## config.mk

```make
export PLATFORM = sky130hd
export DESIGN_NAME = fp64_to_fixp
export DESIGN_NICKNAME = d
export VERILOG_FILES = /design/src/rtl/fp64_pkg.sv /design/src/rtl/fp64_to_fixp_shift.sv /design/src/rtl/fp64_to_fixp.sv
export SDC_FILE = /design/constraint.sdc
export NUM_CORES = 1
export LEC_CHECK = 0
export BUFFER_PORTS_ARGS = -buffer_cell sky130_fd_sc_hd__buf_2
export CAP_MARGIN = 20
export CORE_ASPECT_RATIO = 0.7
export CORE_MARGIN = 5
export CORE_UTILIZATION = 55
export CTS_CLUSTER_DIAMETER = 60
export CTS_CLUSTER_SIZE = 28
export DETAILED_ROUTE_END_ITERATION = 6
export PLACE_DENSITY = 0.81
export SYNTH_ARGS = -nofsm -noshare
export SYNTH_HDL_FRONTEND = slang
export SYNTH_SLANG_ARGS = --single-unit
```

## constraint.sdc

```tcl
create_clock -name clk -period 3.9 [get_ports clk]
set_input_delay 0.585 -clock clk [delete_from_list [all_inputs] [get_ports clk]]
set_output_delay 0.585 -clock clk [all_outputs]
set_load 0.01 [all_outputs]
```

## src/rtl/fp64_pkg.sv

```systemverilog
// fp64_pkg: shared binary64 / fixed-point definitions.
//   fp64_t        packed binary64 {sign, exp[10:0], mant[51:0]}
//   fixp_flags_t  conversion status {invalid, overflow, inexact}
//   d2f_cls_e     operand class decided in the unpack stage of fp64_to_fixp
// Used by the fixed->double path, the fp64 accumulator and fp64_to_fixp.
package fp64_pkg;

  localparam int          FP64_BIAS    = 1023;
  localparam logic [10:0] FP64_EXP_MAX = 11'h7FF;

  typedef struct packed {
    logic        sign;
    logic [10:0] exp;
    logic [51:0] mant;
  } fp64_t;

  typedef struct packed {
    logic invalid;
    logic overflow;
    logic inexact;
  } fixp_flags_t;

  // BIG: exponent too large for the integer field; TINY: below half an LSB.
  typedef enum logic [2:0] {
    CLS_ZERO = 3'd0,
    CLS_SUB  = 3'd1,
    CLS_NAN  = 3'd2,
    CLS_INF  = 3'd3,
    CLS_BIG  = 3'd4,
    CLS_TINY = 3'd5,
    CLS_NORM = 3'd6
  } d2f_cls_e;

endpackage

```

## src/rtl/fp64_to_fixp_shift.sv

```systemverilog
// fp64_to_fixp_shift: combinational significand aligner.
//   sig_i    53-bit significand {1, mant}
//   sa_i     shift amount = e + FRAC_W + 1 (0..OUT_W once range-limited)
//   q_o      aligned value at twice output resolution: q_o[0] is the guard
//            bit, q_o[OUT_W+1:1] the truncated magnitude
//   sticky_o OR of every bit below the guard bit
// A right shift of up to 52 and a left shift of up to OUT_W-52 are folded
// into one left shift of a 53-bit-offset window, so the shift is unsigned.
module fp64_to_fixp_shift #(
  parameter int OUT_W = 64,
  parameter int SA_W  = 7
) (
  input  logic [52:0]      sig_i,
  input  logic [SA_W-1:0]  sa_i,
  output logic [OUT_W+1:0] q_o,
  output logic             sticky_o
);

  logic [OUT_W+53:0] wide_s;

  assign wide_s   = {{(OUT_W + 1){1'b0}}, sig_i} << sa_i;
  assign q_o      = wide_s[OUT_W+53:52];
  assign sticky_o = |wide_s[51:0];

endmodule

```

## src/rtl/fp64_to_fixp.sv

```systemverilog
// fp64_to_fixp: streaming binary64 -> signed fixed-point Q(INT_W).(FRAC_W).
// Three register stages: S1 unpack/classify, S2 align (+sticky),
// S3 round/negate/saturate into the output register.
// Ports:
//   clk, rst              clock, synchronous active-high reset
//   s_tvalid/s_tready     input handshake, s_tdata = binary64
//   m_tvalid/m_tready     output handshake, m_tdata = OUT_W two's complement
//   m_tuser               {invalid, overflow, inexact}
// Build option: D2F_ROUND_NEAREST_EN selects round-to-nearest-even; when
// undefined the magnitude is truncated (toward zero).
module fp64_to_fixp
  import fp64_pkg::*;
#(
  parameter int INT_W  = 32,
  parameter int FRAC_W = 32
) (
  input  logic                      clk,
  input  logic                      rst,
  input  logic                      s_tvalid,
  output logic                      s_tready,
  input  logic [63:0]               s_tdata,
  output logic                      m_tvalid,
  input  logic                      m_tready,
  output logic [INT_W+FRAC_W-1:0]   m_tdata,
  output logic [2:0]                m_tuser
);

  localparam int OUT_W = INT_W + FRAC_W;
  localparam int SA_W  = $clog2(OUT_W + 1);
  localparam logic signed [13:0] E_HI     = 14'(INT_W - 1);
  localparam logic signed [13:0] E_LO     = 14'(-(FRAC_W + 1));
  localparam logic signed [13:0] E_SA_OFF = 14'(FRAC_W + 1);
  localparam logic [OUT_W-1:0]   FIX_MAX  = {1'b0, {(OUT_W - 1){1'b1}}};
  localparam logic [OUT_W-1:0]   FIX_MIN  = {1'b1, {(OUT_W - 1){1'b0}}};

  // ---------------- pipeline control ----------------
  logic v1_q, v2_q, m_tvalid_q;
  logic v1_d, v2_d, m_tvalid_d;
  logic ld3_s, adv2_s, ld2_s, adv1_s, acc_s;

  assign ld3_s    = ~m_tvalid_q | m_tready;
  assign adv2_s   = v2_q & ld3_s;
  assign ld2_s    = ~v2_q | adv2_s;
  assign adv1_s   = v1_q & ld2_s;
  assign s_tready = ~rst & (~v1_q | adv1_s);
  assign acc_s    = s_tvalid & s_tready;

  // Next-state of the per-stage valid bits.
  always_comb begin
    v1_d       = acc_s  | (v1_q & ~adv1_s);
    v2_d       = adv1_s | (v2_q & ~adv2_s);
    m_tvalid_d = adv2_s | (m_tvalid_q & ~m_tready);
  end

  // Valid-bit registers.
  always_ff @(posedge clk) begin
    if (rst) begin
      v1_q       <= 1'b0;
      v2_q       <= 1'b0;
      m_tvalid_q <= 1'b0;
    end else begin
      v1_q       <= v1_d;
      v2_q       <= v2_d;
      m_tvalid_q <= m_tvalid_d;
    end
  end

  // ---------------- S1: unpack / classify ----------------
  fp64_t              in_s;
  logic signed [13:0] e_s;
  d2f_cls_e           cls_d;
  logic [SA_W-1:0]    sa_d;

  assign in_s = s_tdata;
  assign e_s  = $signed({3'b000, in_s.exp}) - 14'sd1023;
  assign sa_d = SA_W'(e_s + E_SA_OFF);

  // Operand class; exponent range checks keep the S2 shift inside OUT_W.
  always_comb begin
    cls_d = CLS_NORM;
    if (in_s.exp == 11'd0) begin
      cls_d = (in_s.mant != 52'd0) ? CLS_SUB : CLS_ZERO;
    end else if (in_s.exp == FP64_EXP_MAX) begin
      cls_d = (in_s.mant != 52'd0) ? CLS_NAN : CLS_INF;
    end else if (e_s > E_HI) begin
      cls_d = CLS_BIG;
    end else if (e_s < E_LO) begin
      cls_d = CLS_TINY;
    end else begin
      cls_d = CLS_NORM;
    end
  end

  logic            s1_sign_q;
  d2f_cls_e        s1_cls_q;
  logic [52:0]     s1_sig_q;
  logic [SA_W-1:0] s1_sa_q;

  // S1 data register, loaded on input accept.
  always_ff @(posedge clk) begin
    if (rst) begin
      s1_sign_q <= 1'b0;
      s1_cls_q  <= CLS_ZERO;
      s1_sig_q  <= 53'd0;
      s1_sa_q   <= {SA_W{1'b0}};
    end else if (acc_s) begin
      s1_sign_q <= in_s.sign;
      s1_cls_q  <= cls_d;
      s1_sig_q  <= {1'b1, in_s.mant};
      s1_sa_q   <= sa_d;
    end else begin
      s1_sign_q <= s1_sign_q;
      s1_cls_q  <= s1_cls_q;
      s1_sig_q  <= s1_sig_q;
      s1_sa_q   <= s1_sa_q;
    end
  end

  // ---------------- S2: align ----------------
  logic [OUT_W+1:0] shq_s;
  logic             shst_s;

  fp64_to_fixp_shift #(.OUT_W(OUT_W), .SA_W(SA_W)) u_shift (
    .sig_i    (s1_sig_q),
    .sa_i     (s1_sa_q),
    .q_o      (shq_s),
    .sticky_o (shst_s)
  );

  logic             s2_sign_q;
  d2f_cls_e         s2_cls_q;
  logic [OUT_W+1:0] s2_q_q;
  logic             s2_sticky_q;

  // S2 data register, loaded when S1 advances.
  always_ff @(posedge clk) begin
    if (rst) begin
      s2_sign_q   <= 1'b0;
      s2_cls_q    <= CLS_ZERO;
      s2_q_q      <= {(OUT_W + 2){1'b0}};
      s2_sticky_q <= 1'b0;
    end else if (adv1_s) begin
      s2_sign_q   <= s1_sign_q;
      s2_cls_q    <= s1_cls_q;
      s2_q_q      <= shq_s;
      s2_sticky_q <= shst_s;
    end else begin
      s2_sign_q   <= s2_sign_q;
      s2_cls_q    <= s2_cls_q;
      s2_q_q      <= s2_q_q;
      s2_sticky_q <= s2_sticky_q;
    end
  end

  // ---------------- S3: round / negate / saturate ----------------
  logic [OUT_W:0]   mag_s, mag_rnd_s;
  logic             guard_s, lost_s, rnd_inc_s, ovf_s;
  logic [OUT_W-1:0] res_d;
  fixp_flags_t      flags_d;

  assign mag_s   = s2_q_q[OUT_W+1:1];
  assign guard_s = s2_q_q[0];
  assign lost_s  = guard_s | s2_sticky_q;

`ifdef D2F_ROUND_NEAREST_EN
  assign rnd_inc_s = guard_s & (s2_sticky_q | mag_s[0]);
`else
  assign rnd_inc_s = 1'b0;
`endif

  assign mag_rnd_s = mag_s + {{OUT_W{1'b0}}, rnd_inc_s};

  // Rounded magnitude may exceed 2^(OUT_W-1)-1 (positive) or 2^(OUT_W-1) (negative).
  always_comb begin
    if (s2_sign_q) begin
      ovf_s = mag_rnd_s[OUT_W] | (mag_rnd_s[OUT_W-1] & (|mag_rnd_s[OUT_W-2:0]));
    end else begin
      ovf_s = mag_rnd_s[OUT_W] | mag_rnd_s[OUT_W-1];
    end
  end

  // Result and flags per class; negation follows rounding so it is symmetric.
  always_comb begin
    res_d   = {OUT_W{1'b0}};
    flags_d = '{invalid: 1'b0, overflow: 1'b0, inexact: 1'b0};
    case (s2_cls_q)
      CLS_ZERO: res_d = {OUT_W{1'b0}};
      CLS_SUB, CLS_TINY: flags_d.inexact = 1'b1;
      CLS_NAN: flags_d.invalid = 1'b1;
      CLS_INF, CLS_BIG: begin
        res_d            = s2_sign_q ? FIX_MIN : FIX_MAX;
        flags_d.overflow = 1'b1;
      end
      CLS_NORM: begin
        if (ovf_s) begin
          res_d            = s2_sign_q ? FIX_MIN : FIX_MAX;
          flags_d.overflow = 1'b1;
        end else begin
          res_d           = s2_sign_q ? ({OUT_W{1'b0}} - mag_rnd_s[OUT_W-1:0])
                                      : mag_rnd_s[OUT_W-1:0];
          flags_d.inexact = lost_s;
        end
      end
      default: res_d = {OUT_W{1'b0}};
    endcase
  end

  logic [OUT_W-1:0] m_tdata_q;
  fixp_flags_t      m_tuser_q;

  // Output register, held while the consumer stalls.
  always_ff @(posedge clk) begin
    if (rst) begin
      m_tdata_q <= {OUT_W{1'b0}};
      m_tuser_q <= '{invalid: 1'b0, overflow: 1'b0, inexact: 1'b0};
    end else if (adv2_s) begin
      m_tdata_q <= res_d;
      m_tuser_q <= flags_d;
    end else begin
      m_tdata_q <= m_tdata_q;
      m_tuser_q <= m_tuser_q;
    end
  end

  assign m_tvalid = m_tvalid_q;
  assign m_tdata  = m_tdata_q;
  assign m_tuser  = m_tuser_q;

endmodule

```

==> results of run 1 <==
## worst max-delay path: cells and delay by family, from the launching register on
family / cells / cell delay, ns
AOI/OAI and AO/OA: 4 / 0.95
buffers and inverters: 1 / 0.19
and+or+nand+nor: 4 / 1.98
DFF: 1 / 0.39
## state kept, by name, summed over array words and instances, names as in the netlist
register	flops
s2_q_q	66
m_tdata	64
s1_sig_q	53
s1_sa_q	7
m_tuser	3
s1_cls_q	3
s2_cls_q	3
m_tvalid	1
s1_sign_q	1
s2_sign_q	1
s2_sticky_q	1
v1_q	1
v2_q	1
## per-stage QoR
stage,instances,total power (uW)
4_1_cts,2252,6450
5_1_grt,2254,6780
2_1_floorplan,1792,3720
6_report,2254,6530
3_5_place_dp,2222,4510
3_3_place_gp,2222,4500
## cell families (layout without fill, tap and decap cells)
group	after synthesis	after routing	synth area share, %
AND/OR/NAND/NOR	719	719	23.4
AO/OA/AOI/OAI	434	434	20.9
flip-flops	205	205	27.9
multiplexers	188	188	18.9
buffers and inverters	185	283	5.11
XOR/XNOR	55	55	3.27
adder cells (fa/ha/maj)	6	6	0.493
## how the worst max path moves through the flow
stage / startpoint / end / slack (ns) / depth (start not counted)
floorplan: s1_sa_q[1] / s2_sticky_q / 0.57 / 10
global placement: s2_q_q[26] / m_tdata[60] / 0.47 / 9
detailed placement: s2_q_q[26] / m_tdata[42] / 0.40 / 9
CTS: s2_q_q[26] / m_tdata[42] / 0.37 / 9
global route: s2_q_q[3] / m_tdata[1] / 0.13 / 9
finish: s2_q_q[3] / m_tdata[16] / 0.26 / 9
## layout make-up
cell class                      count  area [um^2]
Clock buffer                       17          425
Clock inverter                     13          209
Fill cell                        2376         9850
Inverter                           27          101
Multi-Input combinational cell   1402         9880
Sequential cell                   205         4110
Tap cell                          364          455
Timing Repair Buffer              226         1500
## placed cells by master, fill, tap and decap left out, types with 27 or more instances in the layout
cell type,instances
dfxtp_1,200
xnor2_1,49
a21oi_1,62
mux4_2,67
nand2_1,237
a211oi_1,46
mux2_2,54
mux2i_1,67
o31ai_1,27
buf_4,80
o21ai_0,81
nand3b_1,58
buf_2,135
nand3_1,33
nor2_1,204
nor4_1,32
o22ai_1,33
nor3_1,55
## report_power, final
group | switching (uW) | internal, uW | total (uW)
logic | 1330 | 863 | 2190
clock network | 1040 | 910 | 1950
registers | 175 | 2220 | 2390
## routing by layer
metal,wire [um],track usage [%],up-vias
li1,-,-,6893
met1,25000,56.9,7462
met2,23000,50.6,1023
met3,8510,13.9,103
met4,1100,6.16,0
met5,0,0,-
==> summary.md, run 1 <==
| Metric | Value |
|---|---|
| Status | `finished with violations` |
| Failing checks | `DRC` |
| Final core occ | `between 60 and 70%` |
| Worst Hold Slack | `between 0.2 and 0.25 ns` |
| Post-CTS Resized | `0` |
| Die area | `a little over 30,000 um^2` |
| Crit-path max FO | `22` |
| Starting density of the core | `~55%` |
| Netlist cell types | `83` |
| Setup crit end kind | `register` |
| Largest net degree at the start of global routing | `84` |
| Max Fclk | `around 270 MHz` |
| Synth cell count leaders | `nand2_1, dfxtp_1, nor2_1` |
| Antenna violations before repair | `0` |
| I/O Buffers | `between 100 and 150` |
| Syn Nets | `approximately 1,900` |
| Max-slew violations | `0` |
| Sum Neg Setup Slack | `0 ns` |
| Largest area contributor in the netlist | `dfxtp_1` |
| CP Class | `register to register` |
| Peak supply drop | `0.329 mV` |
| Fin crit period | `~3.6 ns` |
| Synth Warn # | `0` |
| Tcrit/Tclk final | `about 93%` |
| WP data arrival | `approximately 4 ns` |
| CP cell instances | `or4_1 -> nor3_1 -> nand4_1 -> o31a_1 -> o21ai_2 -> and2_2 -> buf_12 -> o21ai_0 -> a211oi_1` |
| Crit path launch type | `register` |
| Area contributors post-synth | `dfxtp_1, mux4_2, nand2_1, nor2_1, mux2i_1` |
| H-tree depth | `1` |
| Seq/Total Area, Yosys | `between 20% and 30%` |
| Synth top area share | `27.9%` |
| Nets | `a little under 2,000` |
| Hold depth | `3` |
| Max Root-Sink Buffers | `3` |
| FP Rows | `50` |
| Gpl congestion | `1.02` |
| First-pass iteration count of the detailed router | `7` |
| Io pins | `between 100 and 150` |
| Pre-CTS setup slack | `between 0.4 and 0.5 ns` |
| Crit-path slowest cell | `nor3_1` |
| DR vias | `around 15,000` |
| Die W | `205 um` |
| Hold Crit Class | `primary input to register` |
| Area after DPL | `between 15,000 and 20,000 um^2` |
| Worst-path clk slew | `roughly 0.1 ns` |
| Post-synth top flop | `dfxtp_1` |
| CP required | `about 4.3 ns` |
| Inserted Clock Buffers | `17` |
| Static leakage | `~0.0065 uW` |
| CTS tree | `done` |
| Layout cell share with drive strength beyond 1 | `~23%` |
| Post-route DRC violation count | `2` |
| Relative slew slack | `a little over a third` |
| Flop-to-flop setup slack | `between 0.2 and 0.3 ns` |
| DR iter-0 viols | `between 2,000 and 2,500` |
| Post-DRT Antenna Nets | `0` |
| Post-CTS Setup Repair Bufs | `0` |
| Least-Margin Pin Slew | `between 0.9 and 1 ns` |
| Fin. Hold Viols | `0` |
| Hold Path Origin | `s_tdata[63]` |
| Worst Clk Skew | `0.0388 ns` |
| Reg-to-reg endpoint | `m_tdata[16]` |
| Maxcap violations | `0` |
| Final setup violation count | `0` |
| Clk_lat worst skew | `0.54 ns` |
| Detailed placement HPWL | `between 40 and 50 mm` |
| Layout area overhead | `13.3%` |
| WL/cell | `25.6 um` |
| Unrepaired setup endpoints after global routing | `no` |
| Core area | `roughly 27,000 um^2` |
| GRT Total Usage | `a little under two fifths` |
| Synth Instances | `between 1,500 and 2,000` |
| Routed wire length | `around 58 mm` |
| Max incr delay on CP | `around 0.65 ns` |
| Hold EP | `s1_sign_q` |
| Clock Sinks | `just over 200` |
| Layout Cell Area excl Fill | `around 17,000 um^2` |
| Async set-reset flop share out of synthesis | `0%` |
| Yosys reg bits | `around 210` |
| Power density over the cells | `392 nW/um^2` |
| Most common cell in the netlist | `nand2_1` |
| # diodes | `0` |
| Root Buffer | `clkbuf_16` |
| Number of synthesized flops with an enable pin | `0` |
| R2R cell count | `9` |
| Via density | `between 6 and 7` |
| Syn Std Cell Area | `14,700 um^2` |
| Reg2reg start | `s2_q_q[3]` |
| Global route total overflow | `0` |
| First-pass GRT wire length | `around 90 mm` |
| Die height | `~150 um` |
| Vias in the first global route | `14,300` |
| CTS hold repair buffers | `0` |
| Worst setup margin | `about 0.26 ns` |
| Mapped Avg Cell Area | `around 8 um^2` |
No activity file was read; power rests on OpenSTA's default activity.
==> run 2: changes to the inputs <==
BUFFER_PORTS_ARGS = -buffer_cell sky130_fd_sc_hd__clkbuf_2   (was -buffer_cell sky130_fd_sc_hd__buf_2)
SLEW_MARGIN = 15   (was unset)
==> summary.md, run 2 (same netlist as run 1, synthesis figures left out) <==
| Metric | Value |
|---|---|
| Gpl congestion | `1.08 (+6.2%)` |
| Post-DRT Antenna Nets | `0 (unchanged)` |
| Commonest non-fill, non-tap cell in the layout | `nand2_1` |
| Layout cell share with drive strength beyond 1 | `22.9% (+0.041 points)` |
| Via density | `6.80 (-0.97%)` |
| NetSw | `2420 uW (-5.0%)` |
| Root Buffer | `clkbuf_16` |
| First-pass iteration count of the detailed router | `7 (unchanged)` |
| Die area | `30,200 um^2 (unchanged)` |
| Layout Cell Area excl Fill | `16,600 um^2 (-0.75%)` |
| Max FFs per register | `66 (unchanged)` |
| Detailed placement HPWL | `44.4 mm (+0.38%)` |
| Hold Crit Class | `primary input to register` |
| DR iter-0 viols | `2,182 (+2.7%)` |
| H-tree depth | `1 (unchanged)` |
| Io pins | `137 (unchanged)` |
| Maxcap violations | `0 (unchanged)` |
| Starting density of the core | `55.5% (unchanged)` |
| Layout area overhead | `12.5%` |
| First-pass GRT wire length | `85.7 mm (-2.6%)` |
| CP Class | `register to register` |
| Least-Margin Pin Slew | `0.937 ns (-0.00324 ns)` |
| DR vias | `15,300 (-0.92%)` |
| Vias in the first global route | `14,000 (-1.9%)` |
| Internal Pwr Total | `3860 uW (-3.2%)` |
| Reg2reg start | `s2_q_q[26]` |
| Clk_lat worst skew | `0.52 ns (-0.02 ns)` |
| Largest net degree at the start of global routing | `75 (-11%)` |
| Relative slew slack | `36.9% (+0.22 points)` |
| R2R cell count | `9 (unchanged)` |
| Final setup violation count | `0 (unchanged)` |
| Power density over the cells | `379 nW/um^2 (-3.2%)` |
| Part of the power in registers | `38.1% (+1.5 points)` |
| Post-CTS Setup Repair Bufs | `0 (unchanged)` |
| Global route total overflow | `0 (unchanged)` |
| Post-CTS Resized | `0 (unchanged)` |
| Clock Sinks | `205 (unchanged)` |
| CTS hold repair buffers | `0 (unchanged)` |
| Commonest non-fill, non-tap cells in the layout | `nand2_1, nor2_1, dfxtp_1` |
| Inserted Clock Buffers | `15 (-2)` |
| Routed wire length | `56.6 mm (-1.8%)` |
| Setup crit end kind | `register` |
| Crit-path max FO | `15 (-32%)` |
| Reg-to-reg endpoint | `m_tdata[33]` |
| Most flops, register | `s2_q_q` |
| Area after DPL | `16,000 um^2 (about the same)` |
| Die height | `147 um (unchanged)` |
| Tcrit/Tclk final | `93.3% (about the same)` |
| Flop-to-flop setup slack | `0.26 ns (about the same)` |
| # diodes | `0 (unchanged)` |
| GRT Total Usage | `36.1% (-1.1 points)` |
| Nets | `1,956 (+0.20%)` |
| Status | `finished with violations` |
| Failing checks | `DRC` |
| Clock power share | `27.1% (-2.7 points)` |
| Peak supply drop | `0.489 mV (+49%)` |
| I/O Buffers | `136 (unchanged)` |
| Worst setup path start | `s2_q_q[26]` |
| Max Fclk | `275 MHz (about the same)` |
| Switching Fraction | `38.5% (-0.44 points)` |
| FP Rows | `50 (unchanged)` |
| Hold Path Origin | `s_tdata[63]` |
| Core area | `26,500 um^2 (unchanged)` |
| Max Root-Sink Buffers | `3 (unchanged)` |
| CP required | `4.30 ns (-0.03 ns)` |
| Post-route DRC violation count | `3 (+1)` |
| Antenna violations before repair | `1 (+1)` |
| Fin. Hold Viols | `0 (unchanged)` |
| Worst-path clk slew | `0.11 ns (about the same)` |
| Max-slew violations | `0 (unchanged)` |
| Hold depth | `3 (unchanged)` |
| Filler instances | `2,349 (-1.1%)` |
| Worst Clk Skew | `0.0370 ns (-0.00181 ns)` |
| Logic pwr share | `34.8% (+1.2 points)` |
| Sum Neg Setup Slack | `0 ns (unchanged)` |
| WP data arrival | `4.04 ns (-0.04 ns)` |
| Static leakage | `0.00639 uW (-1.4%)` |
| Unrepaired setup endpoints after global routing | `no` |
| Hold EP | `s1_sign_q` |
| Fin crit period | `3.64 ns (-0.00101 ns)` |
| Die W | `205 um (unchanged)` |
| CTS tree | `done` |
| WL/cell | `25.1 um (-1.8%)` |
| Crit path launch type | `register` |
[run 2: cell count changes in the layout (fill, tap and decap cells not counted), sizes merged]
cell,previous run,this run
buf,226,96
clkbuf,17,151
clkinv,7,6
inv,33,31
[run 2: critical path: stages, from the launching register on]
cell and delay [ns]:
dfxtp_1 0.38, or4_1 0.62, or3_4 0.44, or4_4 0.52, or4_4 0.50, a21oi_1 0.24, nand2_2 0.29, buf_4 0.31
o22ai_1 0.15, nor2_1 0.06
[run 2: final cells by class]
cell class                 instances  area, um^2  area share (%)
sequential                       205        4110            24.8
inverter                          27         101           0.612
multi-input combinational       1402        9880            59.7
timing repair buffer             232        1480            8.96
tap                              364         455            2.75
clock inverter                    10         148           0.892
clock buffer                      15         375            2.27
[run 2: metal layers]
layer / global-route usage (%) / routed length [um] / up-vias / part of all wire [%]
li1: - / - / 6897 / -
met1: 55.7 / 25000 / 7435 / 44
met2: 48.5 / 22500 / 952 / 40
met3: 14.1 / 8310 / 54 / 15
met4: 4.92 / 799 / 0 / 1.4
met5: 0 / 0 / - / 0
[run 2: power by group through the flow]
stage	Combinational, uW	Clock, uW	Sequential (uW)
5_1_grt	2290	1800	2410
3_5_place_dp	2080	0	2430
2_1_floorplan	1350	0	2370
3_3_place_gp	2080	0	2420
6_report	2180	1700	2390
4_1_cts	2090	1720	2380
[run 2: worst max path at each step]
| stage | end | cells after the start |
|---|---|---|
| 3_3_place_gp | m_tdata[37] | 9 |
| 4_1_cts | m_tdata[33] | 9 |
| 2_1_floorplan | s2_sticky_q | 10 |
| 3_5_place_dp | m_tdata[33] | 9 |
| 6_report | m_tdata[33] | 9 |
| 5_1_grt | m_tdata[33] | 9 |
[run 2: stage by stage]
step                util, %  power, uW  hold WS, ns  setup slack (ns)  cells
global route           62.4       6500        0.253             0.137   2255
finish                 62.4       6270        0.243             0.260   2255
detailed placement     60.4       4510        0.451             0.327   2228
global placement       60.4       4500        0.445             0.401   2228
CTS                    62.3       6190        0.235             0.312   2253
floorplan                 -       3720        0.432             0.573   1792
